## src/rtl/vector_execute_sequencer.sv

```systemverilog
// Vector execute stage: runs a vectorSize-lane operation through aluLanes
// shared ALUs over several passes, with per-lane masking, flag accumulation
// and branch-condition resolution against the architectural {Z,N} register.
module vector_execute_sequencer #(
  parameter int registerSize = 8,
  parameter int vectorSize   = 8,
  parameter int aluLanes     = 2
) (
  input  logic                               clk,
  input  logic                               reset,
  input  logic                               in_valid,
  output logic                               in_ready,
  input  logic [2:0]                         ExecuteOp,
  input  logic                               overwriteFlags,
  input  logic [2:0]                         pcWrEn,
  input  logic [vectorSize-1:0]              lane_mask,
  input  logic [vectorSize*registerSize-1:0] vect1,
  input  logic [vectorSize*registerSize-1:0] vect2,
  output logic [vectorSize*registerSize-1:0] vect_out,
  output logic                               out_valid,
  input  logic                               out_ready,
  output logic                               pcWrEn_out,
  output logic [1:0]                         flags_out
);

  localparam int PASSES = vectorSize / aluLanes;
  localparam int CNT_W  = (PASSES > 1) ? $clog2(PASSES) : 1;
  localparam int SH_W   = (registerSize > 1) ? $clog2(registerSize) : 1;

  typedef logic [registerSize-1:0] elem_t;
  typedef enum logic [1:0] {IDLE, RUN, DONE} state_t;

  state_t             state_q, state_d;
  logic [CNT_W-1:0]   pass_q;
  logic [2:0]         op_q;
  logic               ovf_q;
  logic [2:0]         sel_q;
  logic [vectorSize-1:0] mask_q;
  elem_t              a_q    [vectorSize];
  elem_t              b_q    [vectorSize];
  elem_t              res_q  [vectorSize];
  elem_t              vout_q [vectorSize];
  elem_t              res_d  [vectorSize];
  elem_t              a_sel  [aluLanes];
  elem_t              b_sel  [aluLanes];
  elem_t              alu_r  [aluLanes];
  logic [aluLanes-1:0] m_sel;
  logic               acc_n_q, acc_z_q;
  logic               pass_n, pass_z;
  logic [1:0]         flags_q;
  logic               last_pass;

  function automatic elem_t alu(input logic [2:0] op, input elem_t a, input elem_t b);
    case (op)
      3'b000:  alu = a + b;
      3'b001:  alu = a - b;
      3'b010:  alu = a & b;
      3'b011:  alu = a | b;
      3'b100:  alu = a ^ b;
      3'b101:  alu = a << b[SH_W-1:0];
      3'b110:  alu = a >> b[SH_W-1:0];
      default: alu = b;
    endcase
  endfunction

  assign last_pass = (pass_q == CNT_W'(PASSES - 1));
  assign flags_out = flags_q;

  // State register for the IDLE/RUN/DONE sequencer
  always_ff @(posedge clk or negedge reset) begin
    if (!reset) state_q <= IDLE;
    else        state_q <= state_d;
  end

  // Next-state logic and handshake outputs
  always_comb begin
    state_d   = state_q;
    in_ready  = 1'b0;
    out_valid = 1'b0;
    case (state_q)
      IDLE: begin
        in_ready = 1'b1;
        if (in_valid) state_d = RUN;
      end
      RUN: begin
        if (last_pass) state_d = DONE;
      end
      DONE: begin
        out_valid = 1'b1;
        if (out_ready) state_d = IDLE;
      end
      default: state_d = IDLE;
    endcase
  end

  // Route the current pass's lanes onto the shared ALUs and merge results back
  always_comb begin
    res_d  = res_q;
    pass_n = 1'b0;
    pass_z = 1'b1;
    for (int j = 0; j < aluLanes; j++) begin
      a_sel[j] = '0;
      b_sel[j] = '0;
      m_sel[j] = 1'b0;
    end
    for (int p = 0; p < PASSES; p++) begin
      if (pass_q == CNT_W'(p)) begin
        for (int j = 0; j < aluLanes; j++) begin
          a_sel[j] = a_q[p*aluLanes + j];
          b_sel[j] = b_q[p*aluLanes + j];
          m_sel[j] = mask_q[p*aluLanes + j];
        end
      end
    end
    for (int j = 0; j < aluLanes; j++) begin
      alu_r[j] = m_sel[j] ? alu(op_q, a_sel[j], b_sel[j]) : a_sel[j];
      if (m_sel[j]) begin
        pass_n = pass_n | alu_r[j][registerSize-1];
        pass_z = pass_z & (alu_r[j] == '0);
      end
    end
    for (int p = 0; p < PASSES; p++) begin
      if (pass_q == CNT_W'(p)) begin
        for (int j = 0; j < aluLanes; j++) res_d[p*aluLanes + j] = alu_r[j];
      end
    end
  end

  // Operand latching, per-pass result/flag accumulation and flag commit
  always_ff @(posedge clk or negedge reset) begin
    if (!reset) begin
      pass_q  <= '0;
      op_q    <= '0;
      ovf_q   <= 1'b0;
      sel_q   <= '0;
      mask_q  <= '0;
      acc_n_q <= 1'b0;
      acc_z_q <= 1'b1;
      flags_q <= 2'b00;
      for (int i = 0; i < vectorSize; i++) begin
        a_q[i]    <= '0;
        b_q[i]    <= '0;
        res_q[i]  <= '0;
        vout_q[i] <= '0;
      end
    end else begin
      case (state_q)
        IDLE: begin
          if (in_valid) begin
            op_q    <= ExecuteOp;
            ovf_q   <= overwriteFlags;
            sel_q   <= pcWrEn;
            mask_q  <= lane_mask;
            pass_q  <= '0;
            acc_n_q <= 1'b0;
            acc_z_q <= 1'b1;
            for (int i = 0; i < vectorSize; i++) begin
              a_q[i] <= vect1[i*registerSize +: registerSize];
              b_q[i] <= vect2[i*registerSize +: registerSize];
            end
          end
        end
        RUN: begin
          res_q   <= res_d;
          acc_n_q <= acc_n_q | pass_n;
          acc_z_q <= acc_z_q & pass_z;
          if (last_pass) begin
            pass_q <= '0;
            vout_q <= res_d;
          end else begin
            pass_q <= pass_q + 1'b1;
          end
        end
        DONE: begin
          if (out_ready && ovf_q) flags_q <= {acc_z_q, acc_n_q};
        end
        default: ;
      endcase
    end
  end

  // Branch condition from the pre-commit flag register, only while a result is offered
  always_comb begin
    pcWrEn_out = 1'b0;
    if (out_valid) begin
      case (sel_q)
        3'b001:  pcWrEn_out = flags_q[0];
        3'b010:  pcWrEn_out = flags_q[1];
        3'b100:  pcWrEn_out = ~flags_q[1];
        3'b011:  pcWrEn_out = ~flags_q[0] & ~flags_q[1];
        3'b101:  pcWrEn_out = 1'b1;
        default: pcWrEn_out = 1'b0;
      endcase
    end
  end

  // Flatten the held result onto the output bus
  always_comb begin
    for (int i = 0; i < vectorSize; i++) vect_out[i*registerSize +: registerSize] = vout_q[i];
  end

endmodule

```

## config.mk

```make
export PLATFORM = sky130hd
export DESIGN_NAME = vector_execute_sequencer
export DESIGN_NICKNAME = d
export VERILOG_FILES = /design/src/rtl/vector_execute_sequencer.sv
export SDC_FILE = /design/constraint.sdc
export NUM_CORES = 1
export LEC_CHECK = 0
export ABC_AREA = 1
export CAP_MARGIN = 5
export CORE_MARGIN = 2
export CORE_UTILIZATION = 60
export CTS_CLUSTER_DIAMETER = 120
export DETAILED_ROUTE_END_ITERATION = 12
export HOLD_SLACK_MARGIN = 0.05
export PLACE_DENSITY = 0.87
export SYNTH_ARGS = -nofsm -noshare
export SYNTH_HDL_FRONTEND = slang
export SYNTH_SLANG_ARGS = --single-unit
export TNS_END_PERCENT = 5
```

## constraint.sdc

```tcl
create_clock -name clk -period 8.45 [get_ports clk]
set_input_delay 1.69 -clock clk [delete_from_list [all_inputs] [get_ports clk]]
set_output_delay 1.69 -clock clk [all_outputs]
set_load 0.05 [all_outputs]
```

==> impl_metrics.toml <==
[finish]
layout-drive-gt1-share_pct = 6.50
antennaDiodeCount = 0
nets = 2380
n_fill_cell = 1819
area_delta_synth_final_pct = 19.5

[cts]
ctsHoldBuffers = 0
cts.sinks = 263
ctsResizeCount = 0
post_cts_buffers = 0
cts-root-buf = "clkbuf_16"
clk_path_buf_depth = 3
clk-insertion-delay-late_ns = 0.54
cts_tree = "done"
cts_htree_levels = 1
clkTransAtPathRegs_ns = 0.07
numCtsBuffers = 27

[sta]
finalHoldViolations = 0
worst_pin_slew_ns = 1.24
relSlewSlack_pct = 16.7
setup_violations = 0
max_freq_mhz = 190
fin_setup_tns_ns = 0
setup_slack_ns = 3.19
post-route-period-util_pct = 62.3
rsz0062_at_grt = "false"
period_minus_slack_ns = 5.26
maxSlewViolCount = 0
fin_worst_skew_ns = 0.0230

[synth]
ys_types = 54
yosys.area.top_type = "dfrtp_1"
synth-warning-count = 0
ys_seq_area_share_pct = 43.9
synth_area_sq_um = 15000
avgSynthCellArea_sq_um = 7.37
synth.top_cell.area_share_pct = 43.8
synthTopCellsByArea = "dfrtp_1 (44%), nand2_1 (23%), o21ai_0 (5.9%)"
synth_top_flop_cell = "dfrtp_1"
ys_seq_elements = 263
async_flop_share_pct = 100
syn-num-nets = 2232
synth-edff-count = 0
synthesis.instances = 2034

[detailed_routing]
wl_per_cell_um = 18.3
drcViolationCount = 0
wirelength_um = 46100
drtIter0Drc = 1601
vias_per_cell = 5.76
drt-pass1-iter-count = 6
via_count = 14500
antenna_left = 0

[global_routing]
track_usage_pct = 35.1
grt_max_degree = 153
grt_overflow = 0
grt_pass1_wl_um = 73200
antenna_found_initial = 0
grt_pass1_vias = 13800

[die]
fp-row-count = 57
die_h_um = 162
start_util_pct = 61.4
core_area_sq_um = 24400
pin_count = 216
die_width_um = 162
die-area_sq_um = 26300

[worst_setup_path]
worst_ep_arrival_time_ns = 5.64
slowest_delay_ns = 0.68
critical-path-top-delay-family = "adder cells"
endpoint_kind = "flop"
worstSetupPathType = "reg -> reg"
worst_path_max_delay_cell = "ha_2"
cpMostUsedCell = "nand2_1"
critPathMaxFanout = 36
crit_required_ns = 8.83
crit_buf_inv = 6
worstSetupStartpointType = "flop"

[placed_design]
port_buffers = 215
place_congestion = 0.939
dp_slack_ns = 3.30
hpwl_um = 32100

[run_status]
status = "finished clean"

[flow_run]
max_cap_violations = 0

[min_path]
hp-class = "reg -> reg"
stage by stage:
stage / util, % / area [sq um] / hold WS (ns) / instances
2_1_floorplan: - / 15000 / 0.441 / 2034
3_3_place_gp: 70.0 / 17100 / 0.461 / 2477
3_5_place_dp: 70.0 / 17100 / 0.458 / 2477
4_1_cts: 73.4 / 17900 / 0.474 / 2523
5_1_grt: 73.4 / 17900 / 0.500 / 2523
6_report: 73.4 / 17900 / 0.469 / 2523
worst register-to-register path: cells and delay by family, from the launching register on:
family,cells,cell delay [ns]
fa+ha+maj,3,1.26
compound gates,8,1.22
flops,1,0.41
buf+inv,6,0.98
simple gates,10,1.07
xor+xnor,1,0.16
layer usage:
layer,global-route usage [%],share of wire [%]
met1,48.9,41
met2,56.2,46
met3,5.08,8.4
met4,13.2,4.1
met5,0,0
final timing paths:
path                            from      endpoint  slack [ns]  cells after the start
setup reg to reg           pass_q[1]  vect_out[31]        3.19                     28
hold reg to reg               a_q[7]        a_q[7]        0.47                      2
hold / removal                a_q[7]        a_q[7]        0.47                      2
max in group asynchronous      reset       a_q[11]        6.01                      2
min in group asynchronous      reset       b_q[10]        1.21                      1
setup / recovery           pass_q[1]  vect_out[31]        3.19                     28
cell usage in the layout, fill, tap and decap left out, drive strengths merged, types with 14 or more instances in the layout:
cell type      instances
nand2                931
dfrtp                262
clkdlybuf4s50        214
o21ai                195
inv                  111
a21oi                101
nand3                 88
nor2                  83
ha                    49
clkbuf                39
or2                   21
buf                   14
cell usage after synthesis, types with 14 or more instances:
| cell type | instances |
|---|---|
| nor2_1 | 78 |
| clkbuf_1 | 63 |
| dfrtp_1 | 262 |
| buf_2 | 14 |
| nand2_1 | 921 |
| inv_1 | 100 |
| o21ai_0 | 176 |
| buf_6 | 20 |
| nand3_1 | 84 |
| a21oi_1 | 86 |
| o21ai_1 | 16 |
| ha_1 | 49 |
| or2_2 | 16 |
area by class of cell:
class / count / area (sq um) / area share [%]
clock inverters: 7 / 47.5 / 0.266
inverters: 110 / 423 / 2.36
clock buffers: 39 / 771 / 4.31
repair buffers: 228 / 2270 / 12.7
well taps: 324 / 405 / 2.26
flip-flops and latches: 263 / 6580 / 36.8
multi-input cells: 1552 / 7400 / 41.4
kinds of logic (layout without fill, tap and decap cells):
family                     Yosys count  after routing  synth area share, %
xor gates and xnor gates            15             15                0.877
and+or+nand+nor                   1144           1144                 30.7
AOI/OAI and AO/OA                  342            342                 13.3
adders and majority gates           51             51                 4.36
DFF                                263            263                 43.9
buffers and inverters              219            384                 6.83
registers in the layout, indices dropped and copies added (netlist names):
register   count
op_q           3
acc_n_q        1
vect_out      64
pass_q         2
res_q         48
b_q           64
sel_q          3
ovf_q          1
acc_z_q        1
mask_q         8
state_q        2
a_q           64
flags_out      2
Power is left out: the tool's default activity adds up to more than one toggle a clock period on the data nets, which glitch-free logic cannot reach.
